--- config.mk ---
export PLATFORM = sky130hd
export DESIGN_NAME = rx_uart
export DESIGN_NICKNAME = d
export VERILOG_FILES = /design/src/rtl/uart_pkg.sv /design/src/rtl/sync_2ff.sv /design/src/rtl/rx_uart.sv
export SDC_FILE = /design/constraint.sdc
export NUM_CORES = 1
export LEC_CHECK = 0
export CAP_MARGIN = 20
export CORE_ASPECT_RATIO = 0.6
export CORE_MARGIN = 2
export CORE_UTILIZATION = 50
export CTS_BUF_LIST = sky130_fd_sc_hd__clkbuf_4
export DETAILED_ROUTE_END_ITERATION = 8
export GPL_TIMING_DRIVEN = 0
export HOLD_SLACK_MARGIN = 0.06
export PLACE_DENSITY_LB_ADDON = 0.3
export SLEW_MARGIN = 20
export SYNTH_ARGS = -nofsm -noshare
export SYNTH_HDL_FRONTEND = slang
export SYNTH_SLANG_ARGS = --single-unit
--- constraint.sdc ---
create_clock -name i_clk -period 3.7 [get_ports i_clk]
set_clock_uncertainty 0.15 [all_clocks]
set_input_delay 0.925 -clock i_clk [delete_from_list [all_inputs] [get_ports i_clk]]
set_output_delay 0.925 -clock i_clk [all_outputs]
set_load 0.02 [all_outputs]
--- src/rtl/uart_pkg.sv ---
// -----------------------------------------------------------------------------
// uart_pkg
// Shared definitions for the BIP serial link UART blocks (receiver and
// transmitter).
//   state_t    : frame FSM state encoding, common to both directions.
//   OVERSAMPLE : baud ticks per bit period.
//   MID_TICK   : tick index that lands in the middle of the start bit.
//   cnt_width  : helper returning a counter width for a given number of states.
// -----------------------------------------------------------------------------
package uart_pkg;

    typedef enum logic [1:0] {
        IDLE  = 2'b00,
        START = 2'b01,
        DATA  = 2'b10,
        STOP  = 2'b11
    } state_t;

    localparam int OVERSAMPLE = 16;
    localparam int MID_TICK   = 7;

    // Bits needed to count 0 .. n-1; never less than 1.
    function automatic int cnt_width(input int n);
        return (n > 1) ? $clog2(n) : 1;
    endfunction

endpackage

--- src/rtl/sync_2ff.sv ---
// -----------------------------------------------------------------------------
// sync_2ff
// Multi-stage single-bit synchroniser for an asynchronous input.
// Parameters:
//   NB_SYNC : number of flip-flop stages (2 or more).
//   RST_VAL : value loaded into every stage on reset.
// Ports:
//   clk : destination clock.
//   rst : synchronous active-high reset.
//   d   : asynchronous input.
//   q   : synchronised output, NB_SYNC cycles behind d.
// -----------------------------------------------------------------------------
module sync_2ff #(
    parameter int   NB_SYNC = 2,
    parameter logic RST_VAL = 1'b1
) (
    input  logic clk,
    input  logic rst,
    input  logic d,
    output logic q
);

    logic [NB_SYNC-1:0] stages;

    // NOTE: registers are written with non-blocking assignments so every
    // stage samples the value its predecessor held before this edge.
    always_ff @(posedge clk) begin
        if (rst) begin
            stages <= {NB_SYNC{RST_VAL}};
        end else begin
            stages <= {stages[NB_SYNC-2:0], d};
        end
    end

    assign q = stages[NB_SYNC-1];

endmodule

--- src/rtl/rx_uart.sv ---
// -----------------------------------------------------------------------------
// rx_uart
// UART receiver for the BIP serial link. Oversamples the line at 16 ticks per
// bit, deserialises one frame (NB_DATA data bits, LSB first, no parity) and
// reports the result with single-cycle registered strobes.
// Parameters:
//   NB_DATA : data bits per frame.
//   SB_TICK : ticks spent in the stop bit (16, 24 or 32).
//   NB_SYNC : synchroniser stages on i_rx.
// Ports:
//   i_clk       : system clock, posedge.
//   i_rst       : synchronous active-high reset.
//   i_tick      : baud tick, 16 per bit, one clock wide.
//   i_rx        : asynchronous serial input, idles high.
//   o_data      : last correctly framed byte, held until the next good frame.
//   o_rx_done   : one-cycle pulse, o_data updated this cycle.
//   o_frame_err : one-cycle pulse, stop bit sampled low, frame discarded.
// -----------------------------------------------------------------------------
module rx_uart
    import uart_pkg::*;
#(
    parameter int NB_DATA = 8,
    parameter int SB_TICK = 16,
    parameter int NB_SYNC = 2
) (
    input  logic               i_clk,
    input  logic               i_rst,
    input  logic               i_tick,
    input  logic               i_rx,
    output logic [NB_DATA-1:0] o_data,
    output logic               o_rx_done,
    output logic               o_frame_err
);

    // The tick counter is 4 bits for one stop bit; it widens only when a
    // longer stop period (24 or 32 ticks) needs the extra range.
    localparam int S_W = (SB_TICK > OVERSAMPLE) ? cnt_width(SB_TICK) : cnt_width(OVERSAMPLE);
    localparam int N_W = cnt_width(NB_DATA);

    localparam logic [S_W-1:0] S_MID  = S_W'(MID_TICK);
    localparam logic [S_W-1:0] S_LAST = S_W'(OVERSAMPLE - 1);
    localparam logic [S_W-1:0] S_STOP = S_W'(SB_TICK - 1);
    localparam logic [S_W-1:0] S_ONE  = S_W'(1);
    localparam logic [N_W-1:0] N_LAST = N_W'(NB_DATA - 1);
    localparam logic [N_W-1:0] N_ONE  = N_W'(1);

    logic rx_s;

    state_t             state_q, state_d;
    logic [S_W-1:0]     s_q, s_d;
    logic [N_W-1:0]     n_q, n_d;
    logic [NB_DATA-1:0] b_q, b_d;
    logic               done_d, err_d;

    sync_2ff #(
        .NB_SYNC (NB_SYNC),
        .RST_VAL (1'b1)
    ) u_sync (
        .clk (i_clk),
        .rst (i_rst),
        .d   (i_rx),
        .q   (rx_s)
    );

    // NOTE: every signal assigned here gets a default first, so no path
    // through the case leaves one unassigned and no latch is inferred.
    always_comb begin
        state_d = state_q;
        s_d     = s_q;
        n_d     = n_q;
        b_d     = b_q;
        done_d  = 1'b0;
        err_d   = 1'b0;

        case (state_q)
            // Start detect is level-sensitive and does not wait for a tick;
            // a tick arriving in this same cycle is deliberately not counted.
            IDLE: begin
                if (!rx_s) begin
                    state_d = START;
                    s_d     = '0;
                end
            end

            START: begin
                if (i_tick) begin
                    if (s_q == S_MID) begin
                        s_d = '0;
                        if (!rx_s) begin
                            state_d = DATA;
                            n_d     = '0;
                        end else begin
                            // Line went back high before mid start bit: glitch.
                            state_d = IDLE;
                        end
                    end else begin
                        s_d = s_q + S_ONE;
                    end
                end
            end

            DATA: begin
                if (i_tick) begin
                    if (s_q == S_LAST) begin
                        s_d = '0;
                        b_d = {rx_s, b_q[NB_DATA-1:1]};
                        if (n_q == N_LAST) begin
                            state_d = STOP;
                        end else begin
                            n_d = n_q + N_ONE;
                        end
                    end else begin
                        s_d = s_q + S_ONE;
                    end
                end
            end

            STOP: begin
                if (i_tick) begin
                    if (s_q == S_STOP) begin
                        state_d = IDLE;
                        s_d     = '0;
                        done_d  = rx_s;
                        err_d   = !rx_s;
                    end else begin
                        s_d = s_q + S_ONE;
                    end
                end
            end

            default: state_d = IDLE;
        endcase
    end

    // NOTE: the shift register and output byte are plain flops, not a memory,
    // so they are reset like the rest of the state and never expose stale bits.
    always_ff @(posedge i_clk) begin
        if (i_rst) begin
            state_q     <= IDLE;
            s_q         <= '0;
            n_q         <= '0;
            b_q         <= '0;
            o_data      <= '0;
            o_rx_done   <= 1'b0;
            o_frame_err <= 1'b0;
        end else begin
            state_q     <= state_d;
            s_q         <= s_d;
            n_q         <= n_d;
            b_q         <= b_d;
            o_rx_done   <= done_d;
            o_frame_err <= err_d;
            if (done_d) begin
                o_data <= b_q;
            end
        end
    end

endmodule

### After elaboration in Yosys (flattened, before gate mapping)

Index checks and enable logic that the tools add are counted.

* multiplexer cells: 26
* bitwise gates (word level): 3
* reductions and logical operators: 9
* $add $sub $neg: 2
* equal/unequal tests: 17

Operator list (number)
* 4-bit 2-to-1 mux: 5
* 2-bit inequality test (second input constant): 10
* 2-bit 2-to-1 mux: 9
* 3-bit 2-to-1 mux: 6
* 4-bit one-hot mux with 3 select lines: 1
* 2-bit one-hot mux with 4 select lines: 1
* 8-bit AND reduction: 1
* 7-bit AND reduction: 1
* 3-bit one-hot mux with 2 select lines: 1
* 3-bit AND reduction: 2
* 4-bit by 1-bit adder with 4-bit output (second input constant): 1
* 2-bit equality test (second input constant): 2
* 4-bit by 3-bit equality test with 1-bit output (second input constant): 1
* 4-bit equality test (second input constant): 1
* 4-bit OR reduction: 1
* 3-bit by 1-bit adder with 3-bit output (second input constant): 1
* 3-bit equality test (second input constant): 1
* 1-bit 2-to-1 mux: 3
* 1-bit NOT: 3
* 2-bit by 1-bit equality test with 1-bit output (second input constant): 1
* 2-bit zero test: 1
* 2-bit by 1-bit inequality test with 1-bit output (second input constant): 1
* 2-bit nonzero test: 1
* 2-bit OR reduction: 1
* 1-bit zero test: 1

* bits in registers: 29
* output and inout port bits: 10
* logic and storage cells: 65

### Depth between registers and ports, before layout

Gate-level depths: netlist of the first run.

* word-level depth: 5
* mapped depth: 5

### Modules after synthesis

From an unflattened synthesis of the first run, not the netlist that was laid out.

* cells, all modules: 124
* area total of the unflattened synthesis: 1251.2 µm²

By module, submodules not included
* rx_uart: cells an instance 120, times used 1, sequential area each 540.5 µm², area an instance 1198.6 µm²
* sync_2ff: cells an instance 4, times used 1, sequential area each 40.0 µm², area an instance 52.6 µm²

### Least setup slack after synthesis of the first run

No wires, ideal clock.

* path kind: input -> register
* start: in i_tick
* end: reg n_q[0]
* arrival time: 1.627 ns
* path slack: 1.802 ns
* data required time: 3.429 ns
* stages on the path: 4
* library setup time: 0.121 ns
* cell sequence: nand4_1 > nor2_2 > a21oi_4 > mux2_4

* longest elaborated chain between the ends: 2
* elaborated cells on any way between the ends: 3
* classes of those cells: 2 x eq/ne; 1 x reduce/logical

Ends and longest elaborated chain
* from (decl): line rx_uart.sv:28 `input logic i_tick,`
* 2-bit inequality test (no source line)
* 7-bit AND reduction (no source line) *
* to (signal assigned): line rx_uart.sv:149 `n_q <= n_d;`
* to (decl): line rx_uart.sv:51 `logic [N_W-1:0] n_q, n_d;`

Mark *: on every way between the ends. The rest lies on a longest branch, timed or not.
A chain may end at the register's enable or synchronous reset.

### Worst setup path in the final report of the first run

* start: reg o_data[1]
* end: out o_data[1]

RTL lines
* from (decl): line rx_uart.sv:30 `output logic [NB_DATA-1:0] o_data,`
* from (signal assigned): line rx_uart.sv:154 `o_data <= b_q;`

No word-level cell between the ends.

==> run metrics, run 1 <==
utilization after layout=0.647; initial antenna violation count=0; LEAKAGE=0.000590 uW; worst path bufs/invs=1; Synth async-reset ratio=0; CP max FO=2; Worst slew margin=0.707; WL/cell=13.4 um; Routed WL=2.28 mm; GRT Util Overall=0.187; CP arrival=1.28 ns; Remaining DRCs=0; first-pass GRT wire length=3.78 mm; main flop type after synthesis=dfxtp_1; Slew Viols, Final=0; Final Wtd Congestion=0.806; CTS buffer count=5; Worst Hold Path Cells=1; worst hold slack=0.268 ns; Skew-Pair Late Insertion Delay=0.33 ns; Setup CP Type=flip-flop to primary output; Clk pin slew, worst setup/hold paths=0.08 ns; RSZ-0062 raised after global routing=no; FF-to-FF Start=s_q[0]; # resized after CTS=0; vias in the first global route=807; min Tclk post-route=2.36 ns; initial DRC count=35; Yosys warnings=0; Max Freq=424 MHz; Worst Hold End=u_sync.stages[1]; r2r setup slk=1.96 ns; dpl hpwl=1.70 mm; largest vdd supply drop=239 uV; die area=2920 um2; largest net degree at the start of global routing=11; grt total ovfl=0; TritonCTS clock tree=built; Die Wd=68.5 um; Synth Cell Area=1250 um2; # IOs=14; reg-to-reg endpoint=b_q[2]; layout cell share with drive strength beyond 1=0.143; Initial Util=0.552; drt pass-1 iters=4; Tightest Pin Transition=0.439 ns; Vias=887; core area=2260 um2; Avg Inst Size Synth=10.4 um2; Rows=13; flops & latches, synth=29; H-tree levels=2; Hold WC Path Type=flip-flop to flip-flop; Antenna diodes=0; CP Cell Sequence=clkdlybuf4s50_1; Yosys cell types=31; critical path's top delay family=buffers and inverters; Setup Buffers After CTS=0; R2R cell count=5; placed cell count=163; final setup vio count=0; nature of the critical path endpoint=primary output; Slowest-stage cell, CP=clkdlybuf4s50_1; Pwr Density=351 nW/um2; max incr delay on CP=0.61 ns; period utilisation layout=0.637; overall power=514 uW; hold buffers post-CTS=0; syn nets=127; Hold Path Origin=u_sync.stages[0]; DR vias/cell=5.22; register area share after synthesis=0.465; Max Cap Viol=0; setup TNS=0 ns; Post-Synthesis Cells=120; ANT nets after route=0; status=completed; Area Overhead vs Synth=17.4%; Max Root-Sink Buffers=2; CTS Sinks=29; clock root buffer=clkbuf_4; final hold violation count=0; Chip Height=42.7 um; Worst EP required=2.62 ns; IO buf count=13; Worst Setup Start Kind=flip-flop; Layout Nets=147; number of enable-type register cells in the synthesized netlist=0; Layout Cells excl Fill=170
==> placed cells by master, fill, tap and decap left out, drive strengths merged, types with 2 or more instances in the layout <==
master and count:
nand3 3, nand2b 3, dfxtp 29, nor3 5, xor2 2, buf 2
or2 2, ha 3, nand4 3, nand2 6, nor3b 2, clkbuf 9
mux2i 20, nor2 27, clkdlybuf4s50 13
==> synthesized netlist by cell type (2+ instances only) <==
cell       n  area share
dfxtp_1   29        0.47
nand3_1    3       0.012
or2_2      2       0.010
nor3b_1    2       0.012
nor2_1    25       0.075
ha_1       3       0.030
mux2i_1   20        0.16
nor3_1     4       0.016
clkbuf_1   3      0.0090
nand2b_1   2       0.010
xor2_1     2       0.014
nand2_1    6       0.018
==> power breakdown <==
group | internal, uW | total [uW] | switching, uW
Sequential | 314 | 316 | 1.74
Combinational | 8.76 | 20.6 | 11.8
Clock | 76.0 | 178 | 102
Total | 399 | 514 | 116
==> metrics by stage <==
| stage | setup slack (ns) | instance area (um2) |
|---|---|---|
| after floorplan | 1.80 | 1250 |
| after global placement | 1.07 | 1420 |
| after detailed placement | 1.01 | 1420 |
| after CTS | 1.33 | 1460 |
| after global routing | 1.28 | 1460 |
| final | 1.34 | 1460 |
==> registers in the layout, indices dropped and copies added (netlist names), named ones only <==
name and flops:
b_q 8, n_q 3, o_data 8, state_q 1, u_sync.stages 2, s_q 4
o_rx_done 1, o_frame_err 1
==> worst max-delay path by stage <==
stage	cells after the start	end	slack [ns]	from
final	1	o_data[1]	1.34	o_data[1]
after global routing	1	o_data[3]	1.28	o_data[3]
after CTS	1	o_data[1]	1.33	o_data[1]
after detailed placement	5	b_q[7]	1.01	i_tick
after global placement	5	b_q[2]	1.07	i_tick
after floorplan	4	n_q[0]	1.80	i_tick
==> kinds of logic after synthesis <==
group / after synthesis / synth area share
xor+xnor: 2 / 0.0140
compound gates: 5 / 0.0341
flops: 29 / 0.465
simple gates: 55 / 0.262
mux: 21 / 0.173
buf+inv: 5 / 0.0221
fa+ha+maj: 3 / 0.0301
==> cell type report <==
type | instances | area, um2
Multi-Input combinational cell | 86 | 639
Sequential cell | 29 | 581
Timing Repair Buffer | 13 | 130
Fill cell | 191 | 797
Clock inverter | 1 | 3.75
Clock buffer | 6 | 45.0
Tap cell | 30 | 37.5
Buffer | 5 | 27.5
==> routing by layer <==
layer | track usage | wire, um | vias up
met5 | 0 | 0 | -
met4 | 0.0840 | 48 | 0
met3 | 0.0875 | 135 | 6
met2 | 0.248 | 974 | 19
met1 | 0.256 | 1120 | 408
li1 | - | - | 454
Note: power is estimated with default switching activity, not from simulation.
==> run 2: changes to the inputs <==
- clock period: 3.7 -> 2.3 ns (I/O delays scaled with it)
==> results of run 2 <==
Same layout as run 1 (identical final DEF). Status: completed.
Among the figures that moved: setup slack after placement 1.01 ns -> -0.0414 ns; setup slack after layout 1.34 ns -> 0.292 ns; register-to-register setup slack 1.96 ns -> 0.56 ns; total power 514 uW -> 827 uW; worst IR drop on VDD 239 uV -> 385 uV
==> edit 1, RTL diff (settings of run 1) <==
Encoding of `state_t`: now one-hot (4 bits for 4 states).
--- a/src/rtl/uart_pkg.sv
+++ b/src/rtl/uart_pkg.sv
@@ -10,9 +10,9 @@
 package uart_pkg;
 
-    typedef enum logic [1:0] {
-        IDLE  = 2'b00,
-        START = 2'b01,
-        DATA  = 2'b10,
-        STOP  = 2'b11
+    typedef enum logic [3:0] {
+        IDLE  = 4'b0001,
+        START = 4'b0010,
+        DATA  = 4'b0100,
+        STOP  = 4'b1000
     } state_t;
 
Formal check against the unedited RTL: same outputs for any inputs over 10 cycles, from zero or initial values and one cycle with i_rst high; not proved beyond that.
==> edit 1 against run 1 <==
Total power grew 37%; sequential power is 6.3% higher; fmax is 5.3% lower; die area up 12%; largest cell class unchanged; critical path type is now primary input to flop; register-to-register slack lost 0.50 ns; sequential cell count increased by 2; design area up 15%; area after synthesis grew 14%; critical path depth grew 5; utilization up 0.12 points; setup slack worse by 0.13 ns; wire length is 27% higher.
==> edit 1: results <==
export IMPL_status="complete, no violations"
export IMPL_grt_pass1_vias=1048
export IMPL_dp_hpwl_mm=2.156
export IMPL_async_reset_ff_share_pct=0
export IMPL_finalNetCount=173
export IMPL_synth_cell_type_count=40
export IMPL_vias=1124
export IMPL_synth_xor_area_share_pct=1.237
export IMPL_critPathMaxFanout=8
export IMPL_yosys_area_top_type_share_pct=43.82
export IMPL_tightest_slew_ns=0.7892
export IMPL_clkSlewWorstSetupHoldPaths_ns=0.09
export IMPL_dp_cells=191
export IMPL_first_iter_violations=70
export IMPL_hp_class="flop to flop"
export IMPL_grt_util_all_layers_pct=21.13
export IMPL_ys_top_cells_by_area="dfxtp_1 (44%), mux2i_1 (13%), nor2_1 (6.1%)"
export IMPL_clk_path_buf_depth=2
export IMPL_antenna_found_initial=0
export IMPL_synth_warnings=0
export IMPL_via_per_inst=5.648
export IMPL_slowest_stage="nor4b_2"
export IMPL_grt_max_degree=11
export IMPL_intPower_mw=0.5667
export IMPL_synth_compound_area_share_pct=7.862
export IMPL_port_buffers=12
export IMPL_grt_pass1_wl_mm=5.002
export IMPL_drive_gt1_share_pct=13.17
export IMPL_place_congestion=0.9402
export IMPL_place_ws_ns=0.8927
export IMPL_cts_resized=0
export IMPL_syn_num_nets=154
export IMPL_synth_adder_area_share_pct=2.650
export IMPL_post_cts_setup_buffer_count=0
export IMPL_reg_top3="b_q (8), o_data (8)"
export IMPL_fillers=221
export IMPL_cp_arrival_ns=2.55
export IMPL_wirelength_mm=2.897
export IMPL_p_leak_nw=0.6742
export IMPL_ir_drop_uv=266.2
export IMPL_syn_avg_cell_area_um2=9.635
export IMPL_muxShareOfSynthArea_pct=13.43
export IMPL_max_stage_delay_ns=0.49
export IMPL_synth_top_cells_by_count="dfxtp_1 (31), nor2_1 (23), mux2i_1 (19)"
export IMPL_cts_htree_levels=2
export IMPL_cts_root_buf="clkbuf_4"
export IMPL_synth_top_family_by_area="simple AND/OR/NAND/NOR gates"
export IMPL_clk_latency_ns=0.33
export IMPL_n_antenna_cell=0
export IMPL_seq_area_frac_synth_pct=43.82
[edit 1: final timing paths]
check                    from                to  slack, ns  cells past startpoint
min reg2reg  u_sync.stages[0]  u_sync.stages[1]       0.27                      1
min          u_sync.stages[0]  u_sync.stages[1]       0.27                      1
max                    i_tick        state_q[3]       1.21                      6
max reg2reg        state_q[3]         o_data[6]       1.46                      5
[edit 1: through the flow]
stage / cell area (um2) / utilization [%] / hold slack (ns)
finish: 1682 / 64.86 / 0.2719
global placement: 1577 / 60.81 / 0.2430
floorplan: 1416 / - / 0.2395
detailed placement: 1577 / 60.81 / 0.2539
CTS: 1682 / 64.86 / 0.2773
global route: 1682 / 64.86 / 0.3000
[edit 1: power by group through the flow]
stage	Clock (mW)	Combinational, mW	Sequential (mW)
after floorplan	0	0.0231	0.344
after global placement	0	0.0302	0.344
after detailed placement	0	0.0319	0.344
after CTS	0.340	0.0319	0.336
after global routing	0.355	0.0354	0.337
final	0.335	0.0321	0.336
[edit 1: cell type report]
cell class	instances	share of cell area, %
buffer	10	3.274
multi-input combinational	106	44.05
sequential	31	36.90
clock buffer	6	2.679
tap	32	2.381
clock inverter	2	3.571
timing repair buffer	12	7.143
[edit 1: worst max-delay path: cells and delay by family]
family | cells | cell delay, ns
AO/OA/AOI/OAI | 1 | 0.38
multiplexers | 1 | 0.25
buffers and inverters | 1 | 0.26
AND/OR/NAND/NOR | 3 | 0.73
[edit 1: cells by family (layout without fill, tap and decap cells)]
logic type      after synthesis  count (layout)
simple gates                 66              66
xor+xnor                      2               2
flops                        31              31
compound gates               16              16
mux                          19              19
buf+inv                      10              30
fa+ha+maj                     3               3
[edit 1: routing by layer]
layer  up-vias  share of wire [%]  global-route usage [%]
met4         0                1.4                   11.48
met1       523                 48                   26.69
met3         7                5.1                   7.813
met5         -                  0                       0
li1        566                  -                       -
met2        28                 45                   31.82
==> edit 2, RTL diff (flow settings as in run 1) <==
Without the edit above. `NB_DATA`: 8 -> 12.
--- a/src/rtl/rx_uart.sv
+++ b/src/rtl/rx_uart.sv
@@ -20,5 +20,5 @@
     import uart_pkg::*;
 #(
-    parameter int NB_DATA = 8,
+    parameter int NB_DATA = 12,
     parameter int SB_TICK = 16,
     parameter int NB_SYNC = 2
Ports: changed (resized o_data); port bits go from 14 to 18. The function was not compared with the original's and may differ.
==> edit 2 against run 1 <==
Total power is 23% higher; sequential power is 31% higher; sequential cell count is 9 higher; wire length is 41% higher; design area is 28% higher; clock power is 6% higher; setup slack worse by 0.062 ns; fmax is 2.6% lower; register-to-register slack worse by 0.18 ns; area after synthesis is 29% higher.
==> edit 2: results <==
export IMPL_drt_met1_wl_mm=1.511
export IMPL_endpoint="o_data[4]"
export IMPL_muxShareOfSynthArea_pct=15.53
export IMPL_grt_util_all_layers_pct=19.35
export IMPL_drive_gt1_share_pct=11.17
export IMPL_grt_pass1_wl_mm=5.306
export IMPL_first_iter_violations=51
export IMPL_dr_wl_met2_mm=1.475
export IMPL_grt_use_met3_pct=5.472
export IMPL_ys_top_cells_by_area="dfxtp_1 (47%), mux2i_1 (16%), nor2_1 (6.5%)"
export IMPL_synth_cell_type_count=38
export IMPL_wl_met3_um=138
export IMPL_grt_pass1_vias=1169
export IMPL_reg_top3="b_q (12), o_data (12)"
export IMPL_status="complete, no violations"
export IMPL_place_area_um2=1834
export IMPL_port_buffers=17
export IMPL_synth_top_cells_by_count="dfxtp_1 (38), nor2_1 (28), mux2i_1 (25)"
export IMPL_p_leak_nw=0.7748
export IMPL_tightest_slew_ns=0.4830
export IMPL_grt_use_met1_pct=22.63
export IMPL_reg2reg_depth=7
export IMPL_via_per_inst=5.404
export IMPL_power_switching_mw=0.1460
export IMPL_critPathMaxFanout=10
export IMPL_use_met2_pct=34.09
export IMPL_synth_adder_area_share_pct=1.553
export IMPL_finalNetCount=195
export IMPL_syn_num_nets=171
export IMPL_syn_avg_cell_area_um2=9.767
export IMPL_regToRegSetupSlack_ns=1.78
export IMPL_wl_per_cell_um=13.97
export IMPL_fin_crit_sh_pct=65.43
export IMPL_fillers=263
export IMPL_seq_area_frac_synth_pct=47.20
export IMPL_cp_arrival_ns=2.48
export IMPL_ir_drop_uv=175.1
export IMPL_dp_cells=224
-- edit 2: power by group through the flow --
stage	Combinational [mW]	Clock, mW	Sequential (mW)
floorplan	0.0204	0	0.422
global placement	0.0295	0	0.422
detailed placement	0.0309	0	0.423
CTS	0.0309	0.197	0.413
global route	0.0354	0.210	0.414
finish	0.0314	0.189	0.413
-- edit 2: area by class of cell --
| class | count | share of cell area (%) |
|---|---|---|
| buffer | 10 | 3.536 |
| clock buffer | 5 | 2.001 |
| clock inverter | 1 | 0.2001 |
| inverter | 2 | 0.4003 |
| multi-input combinational | 115 | 41.43 |
| sequential | 38 | 40.56 |
| tap | 42 | 2.802 |
| timing repair buffer | 17 | 9.073 |
-- edit 2: per-stage QoR --
stage	util, %	hold slack, ns
after floorplan	-	0.2395
after global placement	61.86	0.2429
after detailed placement	61.86	0.2475
after CTS	63.25	0.2711
after global routing	63.25	0.3023
final	63.25	0.2682
